<file path="src/rtl/shift_seq_ctrl.sv">
// Parallel-to-serial sequencer: accepts a WIDTH-bit word over valid/ready and shifts it
// out one bit per clock (MSB- or LSB-first), then pulses done for one cycle.
module shift_seq_ctrl #(
  parameter int   WIDTH      = 8,
  parameter int   CNT_W      = 4,
  parameter logic IDLE_LEVEL = 1'b0
) (
  input  logic             clk,
  input  logic             rst,
  input  logic             load_valid,
  output logic             load_ready,
  input  logic [WIDTH-1:0] din,
  input  logic             lsb_first,
  input  logic             abort,
  output logic             so,
  output logic             so_valid,
  output logic             busy,
  output logic             done,
  output logic [CNT_W-1:0] bit_cnt
);

  if (WIDTH < 2 || WIDTH > 64) begin : g_bad_width
    $error("shift_seq_ctrl: WIDTH must be in 2..64");
  end
  if ((2 ** CNT_W) <= (WIDTH - 1)) begin : g_bad_cnt_w
    $error("shift_seq_ctrl: CNT_W too narrow for WIDTH");
  end

  typedef enum logic [1:0] {
    ST_IDLE  = 2'd0,
    ST_SHIFT = 2'd1,
    ST_DONE  = 2'd2
  } state_e;

  localparam logic [CNT_W-1:0] LAST_CNT = CNT_W'(WIDTH - 1);

  state_e           state_q, state_d;
  logic [WIDTH-1:0] shreg_q, shreg_d;
  logic             lsb_q, lsb_d;
  logic [CNT_W-1:0] cnt_q, cnt_d;
  logic             so_q, so_d;
  logic             so_valid_q, so_valid_d;
  logic             busy_q, busy_d;
  logic             done_q, done_d;

  always_comb begin
    // NOTE: every variable gets a default first so no path leaves it unassigned (no latch).
    state_d = state_q;
    shreg_d = shreg_q;
    lsb_d   = lsb_q;
    cnt_d   = cnt_q;

    unique case (state_q)
      ST_IDLE: begin
        if (load_valid) begin
          state_d = ST_SHIFT;
          shreg_d = din;
          lsb_d   = lsb_first;
          cnt_d   = '0;
        end
      end
      ST_SHIFT: begin
        if (abort) begin
          state_d = ST_IDLE;
          shreg_d = '0;
          cnt_d   = '0;
        end else begin
          shreg_d = lsb_q ? (shreg_q >> 1) : (shreg_q << 1);
          if (cnt_q == LAST_CNT) begin
            state_d = ST_DONE;
            cnt_d   = '0;
          end else begin
            cnt_d = cnt_q + 1'b1;
          end
        end
      end
      ST_DONE: state_d = ST_IDLE;
      default: state_d = ST_IDLE;
    endcase

    // Outputs are decoded from the next state so they land in flops alongside it.
    so_valid_d = (state_d == ST_SHIFT);
    so_d       = so_valid_d ? (lsb_d ? shreg_d[0] : shreg_d[WIDTH-1]) : IDLE_LEVEL;
    busy_d     = (state_d != ST_IDLE);
    done_d     = (state_d == ST_DONE);
  end

  always_ff @(posedge clk) begin
    // NOTE: sequential state uses non-blocking assignments so all flops update together.
    if (rst) begin
      state_q    <= ST_IDLE;
      shreg_q    <= '0;
      lsb_q      <= 1'b0;
      cnt_q      <= '0;
      so_q       <= IDLE_LEVEL;
      so_valid_q <= 1'b0;
      busy_q     <= 1'b0;
      done_q     <= 1'b0;
    end else begin
      state_q    <= state_d;
      shreg_q    <= shreg_d;
      lsb_q      <= lsb_d;
      cnt_q      <= cnt_d;
      so_q       <= so_d;
      so_valid_q <= so_valid_d;
      busy_q     <= busy_d;
      done_q     <= done_d;
    end
  end

  assign load_ready = (state_q == ST_IDLE);
  assign so         = so_q;
  assign so_valid   = so_valid_q;
  assign busy       = busy_q;
  assign done       = done_q;
  assign bit_cnt    = cnt_q;

endmodule

</file>
<file path="config.mk">
export PLATFORM = sky130hd
export DESIGN_NAME = shift_seq_ctrl
export DESIGN_NICKNAME = d
export VERILOG_FILES = /design/src/rtl/shift_seq_ctrl.sv
export SDC_FILE = /design/constraint.sdc
export NUM_CORES = 1
export LEC_CHECK = 0
export CORE_MARGIN = 2
export CORE_UTILIZATION = 40
export CTS_BUF_LIST = sky130_fd_sc_hd__clkbuf_2 sky130_fd_sc_hd__clkbuf_4 sky130_fd_sc_hd__clkbuf_8
export DETAILED_ROUTE_END_ITERATION = 12
export GPL_TIMING_DRIVEN = 1
export MAX_ROUTING_LAYER = met4
export PLACE_DENSITY = 0.67
export SYNTH_ARGS = -nofsm -noshare
export SYNTH_HDL_FRONTEND = slang
export SYNTH_SLANG_ARGS = --single-unit
</file>
<file path="constraint.sdc">
create_clock -name clk -period 1.95 [get_ports clk]
set_clock_uncertainty 0.1 [all_clocks]
set_input_delay 0.2925 -clock clk [delete_from_list [all_inputs] [get_ports clk]]
set_output_delay 0.2925 -clock clk [all_outputs]
set_load 0.01 [all_outputs]
</file>
==> impl_metrics.py <==
metrics = {
    "critical_path": {
        "rr_startpoint": "bit_cnt[0]",
        "critPathSlowestCell": "dfxtp_1",
        "critical_path_class": "register to primary output",
        "worst-path-stages": 2,
        "path_max_fanout": 11,
        "critPathMaxStageDelay_ns": 0.57,
        "reg2regPathDepth": 5,
        "start_kind": "register",
        "path_delay_family": "flip-flops",
        "r2r-end": "busy",
        "cp.arrival_ns": 1.42,
        "worstPathRequired_ns": 1.56,
        "r2r_slack_ns": 0.31,
        "cp_num_buf_inv": 1,
        "path_cells": "nor2_1, clkdlybuf4s50_1",
        "endpoint_kind": "primary output",
    },
    "global_route": {
        "grt_max_degree": 14,
        "grt_usage_pct": 16.73,
        "antenna_found_initial": 0,
        "globalRouteOverflowTotal": 0,
        "grt_pass1_vias": 710,
        "grt_pass1_wl_um": 3118,
    },
    "clocking": {
        "cts_made_buffers": 3,
        "ctsHtreeMaxLevel": 1,
        "cts.sinks": 19,
        "cts.reportedPaths.clkPinSlew_ns": 0.11,
        "ctsHoldBuffers": 0,
        "cts_resized": 0,
        "cts_tree": "built",
        "clock_latency_ns": 0.29,
        "post_cts_buffers": 0,
        "clock_tree.buffer_depth": 2,
        "root_buffer": "clkbuf_4",
    },
    "timing": {
        "rsz0062_at_grt": "no",
        "max_freq_mhz": 551.5,
        "layout_min_cycle_time_ns": 1.813,
        "final-setup-viol-count": 0,
        "slew_viol_final": 0,
        "max-slew-margin-rel_pct": 71.26,
        "finalCritPeriodShare_pct": 92.98,
        "tightest_slew_ns": 0.4295,
        "hold_viol_final": 0,
        "fin_setup_tns_ns": 0,
    },
    "drt": {
        "first_iter_violations": 18,
        "routed_wl_um": 1881,
        "drc": 0,
        "first_pass_iters": 4,
        "routedWlPerCell_um": 12.29,
        "postRouteAntennaNets": 0,
        "routed_via_density": 5.229,
        "vias": 800,
    },
    "synth": {
        "yosysUniqueCellTypes": 29,
        "ys_seq_area_share_pct": 43.30,
        "synth_nets": 114,
        "syn_avg_cell_area_um2": 8.783,
        "ys_warn_count": 0,
        "ys_seq_elements": 19,
        "synth_flop_cell": "dfxtp_1",
        "synthArstFlopShare_pct": 0,
        "syn_area_um2": 878.3,
        "synth_edf_count": 0,
        "syn_inst": 100,
    },
    "power": {
        "seqPwrFrac_pct": 56.5,
        "pwr_density_cell_nw_per_um2": 644.4,
        "p_clk_share_pct": 26.2,
        "p_switching_w": 0.0001978,
        "p_leak_nw": 0.4418,
        "p_int_w": 0.0005585,
        "vdd_drop_max_v": 0.0003806,
        "pwr-share-comb_pct": 17.3,
        "p_sw_share_pct": 26.15,
    },
    "final_layout": {
        "layout_common_cells": "nor2_1, clkdlybuf4s50_1, dfxtp_1, mux2i_1, nor3_1",
        "final_common_cell": "nor2_1",
        "nets": 141,
        "areaGrowthSynthToFinish_pct": 33.62,
        "antenna_cells": 0,
        "fill_cells": 185,
        "post-route-util_pct": 58.04,
        "drive_gt1_share_pct": 10.32,
    },
    "worst_hold_path": {
        "whs_endpoint": "bit_cnt[3]",
        "min-delay-start": "bit_cnt[3]",
        "hold_path_depth": 1,
        "hold_class": "register to register",
    },
    "floorplanning": {
        "die-area_um2": 2587,
        "initial_utilization_pct": 43.44,
        "core_um2": 2022,
        "num_io_pins": 22,
        "fp.dieH_um": 50.86,
        "rows": 16,
        "die_width_um": 50.86,
    },
    "job": {
        "cap_violations": 0,
    },
    "run_status": {
        "status": "finished, final reports clean",
    },
    "placed_design": {
        "portBuffers": 21,
        "dp_hpwl_um": 1431,
        "gp_congestion": 0.8578,
    },
}
## power groups by stage
stage	Clock (W)	Sequential [W]	Combinational, W
finish	0.000198	0.000427	0.000131
global placement	0	0.000436	0.000129
detailed placement	0	0.000436	0.000131
CTS	0.000207	0.000427	0.000132
floorplan	0	0.000431	0.0000714
global route	0.000226	0.000431	0.000144
## per-stage QoR
step                      power [W]  setup slack [ns]  instances  hold slack [ns]  area (um^2)
after global placement    0.0005650           0.02275        149           0.4077         1146
after CTS                 0.0007663            0.1267        153           0.4304         1174
final                     0.0007563            0.1368        153           0.4288         1174
after detailed placement  0.0005672           0.03760        149           0.4103         1146
after global routing      0.0008002           0.05222        153           0.4465         1174
after floorplan           0.0005020            0.3581        100           0.2646        878.3
## metal layers
layer  global-route usage, %  vias to the layer above  wire, um
li1                        -                      407         -
met1                   20.51                      371       907
met2                   27.63                       20       874
met3                   2.632                        2        86
met4                   6.757                        0        12
met5                       -                        -         0
## worst max-delay path by stage
stage | startpoint | to | slack [ns]
final | state_q[1] | load_ready | 0.14
after detailed placement | load_valid | so | 0.04
after floorplan | state_q[1] | so | 0.36
after global placement | load_valid | so | 0.02
after global routing | state_q[1] | load_ready | 0.05
after CTS | state_q[1] | load_ready | 0.13
## area by class of cell
type | count | area, um^2 | share of cell area [%]
repair buffers | 27 | 255.2 | 21.75
well taps | 27 | 33.78 | 2.878
inverters | 3 | 11.26 | 0.9595
clock buffers | 3 | 22.52 | 1.919
flip-flops and latches | 19 | 380.4 | 32.41
clock inverters | 1 | 5.005 | 0.4264
multi-input cells | 73 | 465.4 | 39.66
## cell usage after synthesis (2+ instances only)
master,n,area (um^2)
nor2_1,22,82.58
nor3_1,7,35.03
nand2b_1,3,18.77
mux2i_1,8,80.08
a211oi_1,5,37.54
o21a_1,2,15.01
a21oi_1,3,15.01
dfxtp_1,19,380.4
nand3b_1,2,15.01
and3_1,2,12.51
inv_1,3,11.26
clkbuf_1,3,11.26
nor3b_1,3,22.52
a32o_1,2,20.02
buf_2,2,10.01
## sequential cells by signal (all words and copies together) (netlist names)
| signal | cells |
|---|---|
| so_valid | 1 |
| done | 1 |
| state_q | 2 |
| shreg_q | 8 |
| busy | 1 |
| bit_cnt | 4 |
| so | 1 |
| lsb_q | 1 |
## cells by family after synthesis
| kind of cell | after synthesis | share of synthesized area [%] |
|---|---|---|
| AO/OA/AOI/OAI | 17 | 14.39 |
| adder cells (fa/ha/maj) | 1 | 1.424 |
| buffers and inverters | 8 | 3.704 |
| flip-flops | 19 | 43.30 |
| multiplexers | 8 | 9.117 |
| AND/OR/NAND/NOR | 47 | 28.06 |
Note: power is estimated with default switching activity, not from simulation.
